[config.mk]
export PLATFORM = sky130hd
export DESIGN_NAME = pipe2pull
export DESIGN_NICKNAME = d
export VERILOG_FILES = /design/src/rtl/pipe2pull_pkg.sv /design/src/rtl/pipe2pull_pull_ram.sv /design/src/rtl/pipe2pull.sv
export SDC_FILE = /design/constraint.sdc
export NUM_CORES = 1
export LEC_CHECK = 0
export CORE_MARGIN = 4
export CORE_UTILIZATION = 53
export DETAILED_ROUTE_END_ITERATION = 16
export MAX_ROUTING_LAYER = met4
export PLACE_DENSITY = 0.75
export SYNTH_ARGS = -nofsm -noshare
export SYNTH_HDL_FRONTEND = slang
export SYNTH_SLANG_ARGS = --single-unit
[constraint.sdc]
create_clock -name clock -period 3 [get_ports clock]
set_clock_uncertainty 0.15 [all_clocks]
set_input_delay 0.3 -clock clock [delete_from_list [all_inputs] [get_ports clock]]
set_output_delay 0.3 -clock clock [all_outputs]
set_load 0.01 [all_outputs]
[src/rtl/pipe2pull_pkg.sv]
// ---------------------------------------------------------------------------
// pipe2pull_pkg
//
// Purpose:
//   Shared helpers for the pipe2pull block and its storage sub-module.
//
// Contents:
//   ptrWidth(depth) - number of bits needed to address 'depth' entries.
//                     Returns at least 1 so that a degenerate depth still
//                     yields a legal vector width.
// ---------------------------------------------------------------------------
package pipe2pull_pkg;

    // Address width for a buffer of the given depth. The depth does not have
    // to be a power of two, so pointers wrap explicitly rather than by
    // natural overflow.
    function automatic int ptrWidth(input int depth);
        return (depth > 1) ? $clog2(depth) : 1;
    endfunction

endpackage

[src/rtl/pipe2pull_pull_ram.sv]
// ---------------------------------------------------------------------------
// pull_ram
//
// Purpose:
//   DEPTH x WIDTH register array with one synchronous write port and one
//   registered read port. The read register is the pull-side data output:
//   it only changes when a read is enabled and holds its value otherwise.
//
// Ports:
//   clock    in   rising-edge clock
//   resetn   in   asynchronous active-low reset (clears the read register)
//   i_wen    in   write enable
//   i_waddr  in   write address
//   i_wdata  in   write data
//   i_ren    in   read enable
//   i_raddr  in   read address
//   o_rdata  out  registered read data
// ---------------------------------------------------------------------------
module pull_ram
    import pipe2pull_pkg::*;
#(
    parameter int WIDTH  = 8,
    parameter int DEPTH  = 4,
    parameter int ADDR_W = ptrWidth(DEPTH)
)
(
    input  logic              clock,
    input  logic              resetn,
    input  logic              i_wen,
    input  logic [ADDR_W-1:0] i_waddr,
    input  logic [WIDTH-1:0]  i_wdata,
    input  logic              i_ren,
    input  logic [ADDR_W-1:0] i_raddr,
    output logic [WIDTH-1:0]  o_rdata
);

    logic [WIDTH-1:0] r_mem [DEPTH];
    logic [WIDTH-1:0] r_rdata;

    // Storage array carries no reset: stale contents are never observable
    // because the controller only reads entries it has written since reset.
    always_ff @(posedge clock) begin
        if (i_wen) begin
            r_mem[i_waddr] <= i_wdata;
        end
    end

    // Output register: cleared by reset so the consumer sees zero until the
    // first real read, and held between reads.
    always_ff @(posedge clock or negedge resetn) begin
        if (!resetn) begin
            r_rdata <= '0;
        end else if (i_ren) begin
            r_rdata <= r_mem[i_raddr];
        end
    end

    assign o_rdata = r_rdata;

endmodule

[src/rtl/pipe2pull.sv]
// ---------------------------------------------------------------------------
// pipe2pull
//
// Purpose:
//   Converts a valid/ready pipe stream into a FIFO-style pull interface.
//   Words accepted on the pipe side are stored in a circular buffer; the
//   consumer asserts ordem while oempty is low and receives the word on
//   odata one clock later. Ordering is strict FIFO.
//
// Ports:
//   clock      in   rising-edge clock
//   resetn     in   asynchronous active-low reset
//   idata      in   pipe input data
//   ivalid     in   pipe input valid
//   iready     out  pipe input ready (transfer on ivalid && iready)
//   odata      out  registered pull data, updated after an accepted read
//   oempty     out  high when no word is available
//   ordem      in   read enable from the consumer
//   level      out  number of stored words
//   underflow  out  sticky flag, set by a read request while empty
// ---------------------------------------------------------------------------
module pipe2pull
    import pipe2pull_pkg::*;
#(
    parameter int WIDTH       = 8,
    parameter int DEPTH       = 4,
    parameter int LEVEL_WIDTH = $clog2(DEPTH + 1)
)
(
    input  logic                   clock,
    input  logic                   resetn,
    input  logic [WIDTH-1:0]       idata,
    input  logic                   ivalid,
    output logic                   iready,
    output logic [WIDTH-1:0]       odata,
    output logic                   oempty,
    input  logic                   ordem,
    output logic [LEVEL_WIDTH-1:0] level,
    output logic                   underflow
);

    localparam int                     PTR_W      = ptrWidth(DEPTH);
    localparam logic [PTR_W-1:0]       LAST_PTR   = PTR_W'(DEPTH - 1);
    localparam logic [LEVEL_WIDTH-1:0] FULL_LEVEL = LEVEL_WIDTH'(DEPTH);

    logic [PTR_W-1:0]       r_wptr;
    logic [PTR_W-1:0]       r_rptr;
    logic [LEVEL_WIDTH-1:0] r_level;
    logic                   r_underflow;

    logic                   w_iready;
    logic                   w_oempty;
    logic                   w_itransfer;
    logic                   w_rtransfer;

    // Flow-control flags come only from the registered level, so there is no
    // combinational path from ivalid/ordem to iready/oempty. This also means
    // a word written into an empty buffer cannot be read in the same cycle,
    // and a read from a full buffer frees a slot only from the next cycle.
    assign w_iready    = (r_level != FULL_LEVEL);
    assign w_oempty    = (r_level == '0);
    assign w_itransfer = ivalid && w_iready;
    assign w_rtransfer = ordem && !w_oempty;

    // Pointers, occupancy and the sticky underflow flag. Pointers wrap
    // explicitly at DEPTH-1 because DEPTH need not be a power of two. The
    // level cannot leave 0..DEPTH since the transfers are gated by the flags.
    always_ff @(posedge clock or negedge resetn) begin
        if (!resetn) begin
            r_wptr      <= '0;
            r_rptr      <= '0;
            r_level     <= '0;
            r_underflow <= 1'b0;
        end else begin
            if (w_itransfer) begin
                r_wptr <= (r_wptr == LAST_PTR) ? '0 : r_wptr + PTR_W'(1);
            end
            if (w_rtransfer) begin
                r_rptr <= (r_rptr == LAST_PTR) ? '0 : r_rptr + PTR_W'(1);
            end
            r_level <= r_level + LEVEL_WIDTH'(w_itransfer)
                               - LEVEL_WIDTH'(w_rtransfer);
            if (ordem && w_oempty) begin
                r_underflow <= 1'b1;
            end
        end
    end

    pull_ram #(
        .WIDTH  (WIDTH),
        .DEPTH  (DEPTH),
        .ADDR_W (PTR_W)
    ) u_ram (
        .clock   (clock),
        .resetn  (resetn),
        .i_wen   (w_itransfer),
        .i_waddr (r_wptr),
        .i_wdata (idata),
        .i_ren   (w_rtransfer),
        .i_raddr (r_rptr),
        .o_rdata (odata)
    );

    assign iready    = w_iready;
    assign oempty    = w_oempty;
    assign level     = r_level;
    assign underflow = r_underflow;

endmodule

# Yosys cells after proc, flatten, opt, wreduce, memory -nomap -nowiden
# Memories as Yosys holds them, arrays and structs flattened. A register that Yosys moved wholly into a read port is not among the register bits.
# Index checks and enable logic that the tools add are counted.
# totals
reg_bits	8
ramBits	32
wordCells	22
memories	1
# mem_list
memory	words	width	rd	rd_ports_with_merged_regs	write_ports	line_no	rtl
u_ram.r_mem	4	8	1	1	1	pipe2pull_pull_ram.sv:37	logic [WIDTH-1:0] r_mem [DEPTH];
# classes
addsub	4
eq_ne	3
mux	4
n_reduce_logical	6
# op_table
cell	n
$add 2x1->2 const B	2
$eq 2x2->1 const B	2
$mux 2	2
$add 3x1->3	1
$logic_and 1x1->1	3
$logic_not 3->1	1
$ne 3x3->1 const B	1
$sub 3x1->3	1
$logic_not 1->1	2
$mux 1	2

# Longest topological paths before layout
# Gate-level depths: netlist of run 1.
# depth
depth_word	4
mapped_depth	10

# Hierarchy
# From an unflattened synthesis of run 1, not the netlist that was laid out.
# unflattened
cells_unflattened	119
area_unflattened_um2	1953.1
# modules_own_cells
mod	instances	cells_per_inst	area_per_inst_um2
pull_ram	1	82	1516.5
pipe2pull	1	37	436.7

# Worst setup path before layout of run 1
# Ideal clock, no wire load.
# synth_path
kind	reg2reg
startpoint	register r_level[1], in the netlist level[1]
endpoint	register r_level[2], in the netlist level[2]
setup_time_ns	0.130
arrival_ns	2.248
slack_ns	0.471
stages_incl_launch_ff	11
synth_period_minus_slack_ns	2.529
cell_sequence	dfrtp_1 o31ai_1 buf_4 inv_1 ha_1 inv_1 ha_1 inv_1 fa_1 xnor2_1 xnor2_1
# synth_between
elab_chain_cells	4
word_cells_on_any_way	7
# synth_lines
item	line_no	rtl
start, declared	pipe2pull.sv:48	logic [LEVEL_WIDTH-1:0] r_level;
start signal, assigned	pipe2pull.sv:81	r_level <= r_level + LEVEL_WIDTH'(w_itransfer)
$logic_not 3->1	pipe2pull.sv:61	assign w_oempty = (r_level == '0);
$logic_not 1->1	pipe2pull.sv:63	assign w_rtransfer = ordem && !w_oempty;
$logic_and 1x1->1	pipe2pull.sv:63	
net u_ram.i_ren	pipe2pull_pull_ram.sv:32	input logic i_ren,
$sub 3x1->3	pipe2pull.sv:82	- LEVEL_WIDTH'(w_rtransfer);
# The timed path passes the listed nets, and every way through them passes these cells.
# A chain may end at the register's enable or synchronous reset.

# Worst setup path in the final report of run 1
# layout_path
startpoint	register r_level[1], in the netlist level[1]
endpoint	register r_level[2], in the netlist level[2]
# layout_between
elab_chain_cells	4
word_cells_on_any_way	7
# layout_lines
item	line_no
$ne 3x3->1 or $logic_not 3->1 (tied branches)	pipe2pull.sv:60, pipe2pull.sv:61
$logic_and 1x1->1 or $logic_not 1->1 (tied branches)	pipe2pull.sv:62, pipe2pull.sv:63
$add 3x1->3 or $logic_and 1x1->1 (tied branches)	pipe2pull.sv:81, pipe2pull.sv:63
$sub 3x1->3 (*)	pipe2pull.sv:82
# Mark *: on every way between the ends. The rest lies on a longest branch, timed or not.

==> run_results.csv, run 1 <==
group,metric,value,unit
clock_tree,cts_max_path_buffers,2,
synth,synth.top_cells.by_count,"edfxtp_1, dfrtp_1, mux2_2",
route,drt-wirelength-per-cell,17.8,µm
power_and_ir_drop,vdd.ir_drop.worst,0.000474,V
clock_tree,post-cts-setup-buffer-count,0,
synth,synth_most_common_cell,"edfxtp_1",
status,outcome,"finished clean",
critical_path,cp.arrival,2.69,ns
clock_tree,clk_latency,0.35,ns
timing,slew_viol_final,0,
grt,gr-total-overflow,0,
route,first_pass_iters,3,
power_and_ir_drop,pwr_density_cell,933,nW/µm²
route,routed_wl,3.14,mm
timing,relSlewSlack,47.4,%
timing,setup_tns,0,ns
grt,grt_max_degree,17,
clock_tree,cts_tree,"yes",
layout,multiInputGateArea,523,µm²
critical_path,cp_cell_sequence,"or3b_4, and2_4, inv_1, ha_1, inv_1, ha_1, inv_1, fa_1, xnor2_1, xnor2_1",
synth,synth-seq-cells,48,
route,antenna_left,0,
die,start_util,56.4,%
layout,ff_latch_area,1360,µm²
synth,yosysTopAreaCell,"edfxtp_1",
synth,async_flop_share,33.3,%
synth,synth_edf_count,32,
critical_path,critical_path.slowest_cell,"dfrtp_1",
clock_tree,htreeDepth,2,
critical_path,max_stage_delay,0.48,ns
run,cap_violations,0,
power_and_ir_drop,total_power,2.12,mW
layout,final.fill_count,261,
timing,setup_slack,0.439,ns
route,vias_per_cell,5.34,
die,rows,21,
timing,hold_slack,0.243,ns
critical_path,startpoint_type,"flip-flop",
clock_tree,cts_num_sinks,48,
timing,tightest_slew,0.786,ns
synth,synth_top_area_share,49.9,%
die,die-area,4660,µm²
layout,drive_above_1_share,24.6,%
timing,setup-violations-final,0,
critical_path,path_delay_family,"adder cells",
critical_path,end_kind,"flip-flop",
critical_path,critPathKind,"flip-flop to flip-flop",
layout,n_antenna_cell,0,
layout,nets,149,
critical_path,path_max_fanout,6,
grt,grt_pass1_wl,5.26,mm
route,dr.first_iter.drc_count,26,
timing,post-route-period-util,85.4,%
synth,syn_area,1930,µm²
critical_path,crit_top_cell,"inv_1",
die,die_w,68.3,µm
synth,synth_area_leaders,"edfxtp_1, dfrtp_1, mux4_2, mux2_2, ha_1",
synth,synth.avg_cell_area,19.5,µm²
timing,clock.fmax,391,MHz
clock_tree,hold_buffers,0,
synth,synthDistinctLibCells,19,
synth,yosysWarningCount,0,
power_and_ir_drop,leakagePower,0.860,nW
synth,yosysSeqAreaShare,70.6,%
layout,final_area,2280,µm²
placed_design,gp_congestion,0.691,
timing,rsz0062_at_grt,"false",
clock_tree,cts_buffers,5,
synth,synth_ff_type,"edfxtp_1",
layout,fin_cells,176,
placed_design,dpl.cell_count,168,
timing,period_minus_slack,2.56,ns
clock_tree,clkTransAtPathRegs,0.13,ns
clock_tree,clk_root_buffer_cell,"clkbuf_4",
die,fp.coreArea,3420,µm²
layout,fin_util,66.6,%
placed_design,portBuffers,25,
placed_design,dp_hpwl,2.14,mm
critical_path,cp.required,3.13,ns
die,die_h,68.3,µm
grt,antenna_found_initial,0,
die,io_pins,26,
critical_path,path_buf_inv,3,
hold_path,min_path_type,"primary input to asynchronous set/reset pin",
route,drc_errors,0,
placed_design,preCtsSetupSlack,0.435,ns
clock_tree,ctsResizeCount,0,
synth,syn_inst,99,
layout,areaGrowthSynthToFinish,18.1,%
grt,grt_usage,17.2,%
synth,syn-num-nets,119,
timing,final_hold_viol_count,0,
grt,grt_pass1_vias,1032,
route,routed-via-count,939,
placed_design,place_area,2230,µm²
==> worst paths after layout <==
| kind | from | end | slack (ns) | cells after the start |
|---|---|---|---|---|
| min | resetn | u_ram.o_rdata[2]$_DFFE_PN0P_ | 0.24 | 1 |
| max | level[1]$_DFF_PN0_ | level[2]$_DFF_PN0_ | 0.44 | 10 |
| min in group clock | underflow$_DFFE_PN0P_ | underflow$_DFFE_PN0P_ | 0.33 | 1 |
| max reg2reg | level[1]$_DFF_PN0_ | level[2]$_DFF_PN0_ | 0.44 | 10 |
| max in group asynchronous | resetn | r_wptr[0]$_DFFE_PN0P_ | 1.96 | 1 |
| min reg2reg | underflow$_DFFE_PN0P_ | underflow$_DFFE_PN0P_ | 0.33 | 1 |
==> state kept, by name (all words and copies together), names as in the netlist <==
name	flops
u_ram.r_mem	32
r_wptr	2
level	3
u_ram.o_rdata	8
r_rptr	2
underflow	1
==> power breakdown <==
| part | switching (mW) | leakage, nW | internal [mW] | total, mW |
|---|---|---|---|---|
| sequential | 0.160 | 0.479 | 0.916 | 1.08 |
| clock | 0.186 | 0.0293 | 0.0917 | 0.278 |
| combinational | 0.292 | 0.352 | 0.476 | 0.768 |
| total | 0.639 | 0.860 | 1.48 | 2.12 |
==> per-layer routing <==
| metal | part of all wire, % | wire length [µm] | track usage [%] | vias to the layer above |
|---|---|---|---|---|
| li1 | - | - | - | 437 |
| met2 | 56 | 1750 | 29.1 | 18 |
| met5 | 0 | 0 | - | - |
| met3 | 3.7 | 115 | 6.57 | 2 |
| met1 | 40 | 1250 | 19.4 | 482 |
| met4 | 0.45 | 14 | 3.72 | 0 |
==> logic make-up (layout without fill, tap and decap cells) <==
kind of cell | Yosys count | in the layout | share of synthesized area, %
buf+inv | 10 | 41 | 2.21
mux | 19 | 19 | 16.2
fa+ha+maj | 8 | 8 | 5.58
compound gates | 3 | 3 | 1.17
simple gates | 9 | 9 | 3.31
xor+xnor | 2 | 2 | 0.909
flops | 48 | 48 | 70.6
==> placed cells by master (no fill, tap or decap) <==
cell             count
o31ai_1              1
clkdlybuf4s50_1     25
and2_4               1
dfrtp_1             16
nor3_1               2
edfxtp_1            32
mux2_2               9
clkbuf_4             5
buf_4                1
xnor2_1              2
or3b_4               1
and3_2               4
a21o_1               2
nor2_1               1
ha_1                 7
inv_1                7
fa_1                 1
clkinv_2             1
clkbuf_1             2
mux2_4               2
mux4_2               8
==> final cells by class <==
type | instances | share of cell area (%)
sequential | 48 | 59.8
tap | 46 | 2.53
clock inverter | 1 | 0.220
inverter | 7 | 1.15
clock buffer | 7 | 1.98
multi-input combinational | 41 | 23.0
timing repair buffer | 26 | 11.3
Note: power is estimated with default switching activity, not from simulation.
==> inputs of run 2 (changes only) <==
--- a/config.mk
+++ b/config.mk
@@ -7,6 +7,7 @@
 export LEC_CHECK = 0
 export CORE_MARGIN = 4
 export CORE_UTILIZATION = 53
+export CTS_CLUSTER_SIZE = 25
 export DETAILED_ROUTE_END_ITERATION = 16
 export MAX_ROUTING_LAYER = met4
 export PLACE_DENSITY = 0.75
==> results of run 2 <==
The final DEF is identical to that of run 1; final timing and power are the same.
==> inputs of run 3 (changes only) <==
--- a/config.mk
+++ b/config.mk
@@ -6,11 +6,11 @@
 export NUM_CORES = 1
 export LEC_CHECK = 0
 export CORE_MARGIN = 4
-export CORE_UTILIZATION = 53
+export CORE_UTILIZATION = 57
 export CTS_CLUSTER_SIZE = 25
 export DETAILED_ROUTE_END_ITERATION = 16
 export MAX_ROUTING_LAYER = met4
-export PLACE_DENSITY = 0.75
+export PLACE_DENSITY = 0.8
 export SYNTH_ARGS = -nofsm -noshare
 export SYNTH_HDL_FRONTEND = slang
 export SYNTH_SLANG_ARGS = --single-unit
==> constraint.sdc (replaced) <==
create_clock -name clock -period 3.18 [get_ports clock]
set_clock_uncertainty 0.15 [all_clocks]
set_input_delay 0.318 -clock clock [delete_from_list [all_inputs] [get_ports clock]]
set_output_delay 0.318 -clock clock [all_outputs]
set_load 0.01 [all_outputs]
==> run 3 against run 2 <==
Net effect:
- sequential share of layout area rose by 0.099 points
- sequential power fell by 6%
- final cell count fell by 1.1%
- cell area fell by 0.16%
- flip-flop and latch count did not move
- clock power fell by 6%
==> run_results.csv, run 3 (synthesized netlist as in run 1, its figures left out) <==
group,metric,value,unit
critical_path,cp_cell_sequence,"or3b_4, and2_4, inv_1, ha_1, inv_1, ha_1, inv_1, fa_1, xnor2_1, xnor2_1",
power_and_ir_drop,total_power,2.01,mW
grt,grt_usage,17.1,%
clock_tree,clk_root_buffer_cell,"clkbuf_4",
grt,met2_usage,28.7,%
grt,gr-total-overflow,0,
placed_design,dpl.cell_count,166,
grt,use_met3,6.29,%
clock_tree,cts_max_path_buffers,2,
route,first_pass_iters,4,
placed_design,gp_congestion,0.758,
clock_tree,clkTransAtPathRegs,0.13,ns
grt,grt_pass1_wl,5.02,mm
timing,relSlewSlack,50.7,%
critical_path,path_buf_inv,3,
critical_path,path_max_fanout,6,
clock_tree,cts_num_sinks,48,
timing,slew_viol_final,0,
timing,final_hold_viol_count,0,
power_and_ir_drop,intPower,1.40,mW
timing,post-route-period-util,80.4,%
layout,final_cell_mix,"edfxtp_1, clkdlybuf4s50_1, dfrtp_1, mux2_2, mux4_2",
power_and_ir_drop,p_comb_share,36.3,%
critical_path,critical_path.slowest_cell,"dfrtp_1",
grt,grt_busiest_layer,"met2",
grt,antenna_found_initial,0,
timing,setup_tns,0,ns
layout,fin_cells,174,
timing,setup-violations-final,0,
route,antenna_left,0,
critical_path,path_delay_family,"adder cells",
route,drc_errors,0,
critical_path,end_kind,"flip-flop",
placed_design,dp_hpwl,2.07,mm
run,cap_violations,0,
timing,period_minus_slack,2.56,ns
power_and_ir_drop,vdd.ir_drop.worst,0.000444,V
placed_design,place_area,2220,µm²
critical_path,max_stage_delay,0.48,ns
critical_path,cp.required,3.27,ns
clock_tree,cts_buffers,5,
critical_path,critPathKind,"flip-flop to flip-flop",
die,die_h,66.1,µm
timing,tightest_slew,0.738,ns
route,drt-wirelength-per-cell,17.4,µm
clock_tree,clk_latency,0.36,ns
power_and_ir_drop,seq_power_share,50.6,%
route,dr.first_iter.drc_count,25,
layout,final.fill_count,224,
die,start_util,61.1,%
layout,largest_reg_flops,32,
clock_tree,hold_buffers,0,
critical_path,crit_top_cell,"inv_1",
die,fp.coreArea,3150,µm²
route,routed-via-count,931,
die,io_pins,26,
power_and_ir_drop,clkPwrFrac,13.1,%
power_and_ir_drop,pwr_density_cell,883,nW/µm²
grt,grt_pass1_vias,1015,
clock_tree,htreeDepth,2,
die,die_w,66.1,µm
critical_path,startpoint_type,"flip-flop",
critical_path,cp.arrival,2.65,ns
die,die-area,4370,µm²
placed_design,portBuffers,25,
clock_tree,cts_tree,"yes",
layout,areaGrowthSynthToFinish,17.9,%
layout,drive_above_1_share,23.8,%
timing,rsz0062_at_grt,"false",
grt,grt_max_degree,17,
clock_tree,post-cts-setup-buffer-count,0,
layout,final_common_cell,"edfxtp_1",
layout,n_antenna_cell,0,
timing,clock.fmax,391,MHz
power_and_ir_drop,leakagePower,0.857,nW
layout,final_area,2270,µm²
route,routed_wl,3.02,mm
route,vias_per_cell,5.35,
status,outcome,"finished clean",
layout,regMostFlops,"u_ram.r_mem",
power_and_ir_drop,swShare,30.0,%
hold_path,min_path_type,"primary input to asynchronous set/reset pin",
layout,nets,149,
power_and_ir_drop,power.switching,0.602,mW
grt,use_met1,18.3,%
clock_tree,ctsResizeCount,0,
die,rows,20,
## run 3: changes by cell type in the layout (fill, tap and decap cells not counted), sizes merged
cell    change
clkbuf      +1
clkinv      -1
## run 3: final cells by class
cell class | count | area [µm²] | area share (%)
clock buffers | 8 | 48.8 | 2.15
inverters | 7 | 26.3 | 1.16
multi-input cells | 41 | 523 | 23.0
flip-flops and latches | 48 | 1360 | 59.9
well taps | 44 | 55.1 | 2.42
repair buffers | 26 | 258 | 11.3
## run 3: final timing paths
check,cells past startpoint,startpoint,slack [ns],endpoint
worst max-delay path,10,level[1]$_DFF_PN0_,0.62,level[2]$_DFF_PN0_
worst min-delay path,1,resetn,0.23,r_rptr[1]$_DFFE_PN0P_
worst max register to register,10,level[1]$_DFF_PN0_,0.62,level[2]$_DFF_PN0_
worst min register to register,1,underflow$_DFFE_PN0P_,0.34,underflow$_DFFE_PN0P_
max in group asynchronous,1,resetn,2.18,u_ram.o_rdata[4]$_DFFE_PN0P_
min in group clock,1,underflow$_DFFE_PN0P_,0.34,underflow$_DFFE_PN0P_
## run 3: power by group through the flow
stage	clock network [mW]	logic [mW]	registers (mW)
2_1_floorplan	0	0.463	0.996
3_3_place_gp	0	0.709	1.02
3_5_place_dp	0	0.744	1.04
4_1_cts	0.271	0.746	1.02
5_1_grt	0.302	0.800	1.05
6_report	0.262	0.728	1.02
## run 3: per-stage QoR
stage | setup slack (ns) | util, % | hold WS (ns)
after global routing | 0.460 | 72.1 | 0.286
after floorplan | 0.651 | - | -0.128
after detailed placement | 0.634 | 70.5 | 0.319
final | 0.623 | 72.1 | 0.233
after global placement | 0.732 | 70.5 | 0.287
after CTS | 0.604 | 72.1 | 0.252
## run 3: per-layer routing
layer,vias to the layer above,share of wire [%],wire length [µm]
met3,7,4.0,121
met1,475,40,1210
li1,434,-,-
met4,0,1.9,57
met2,15,54,1640
met5,-,0,0
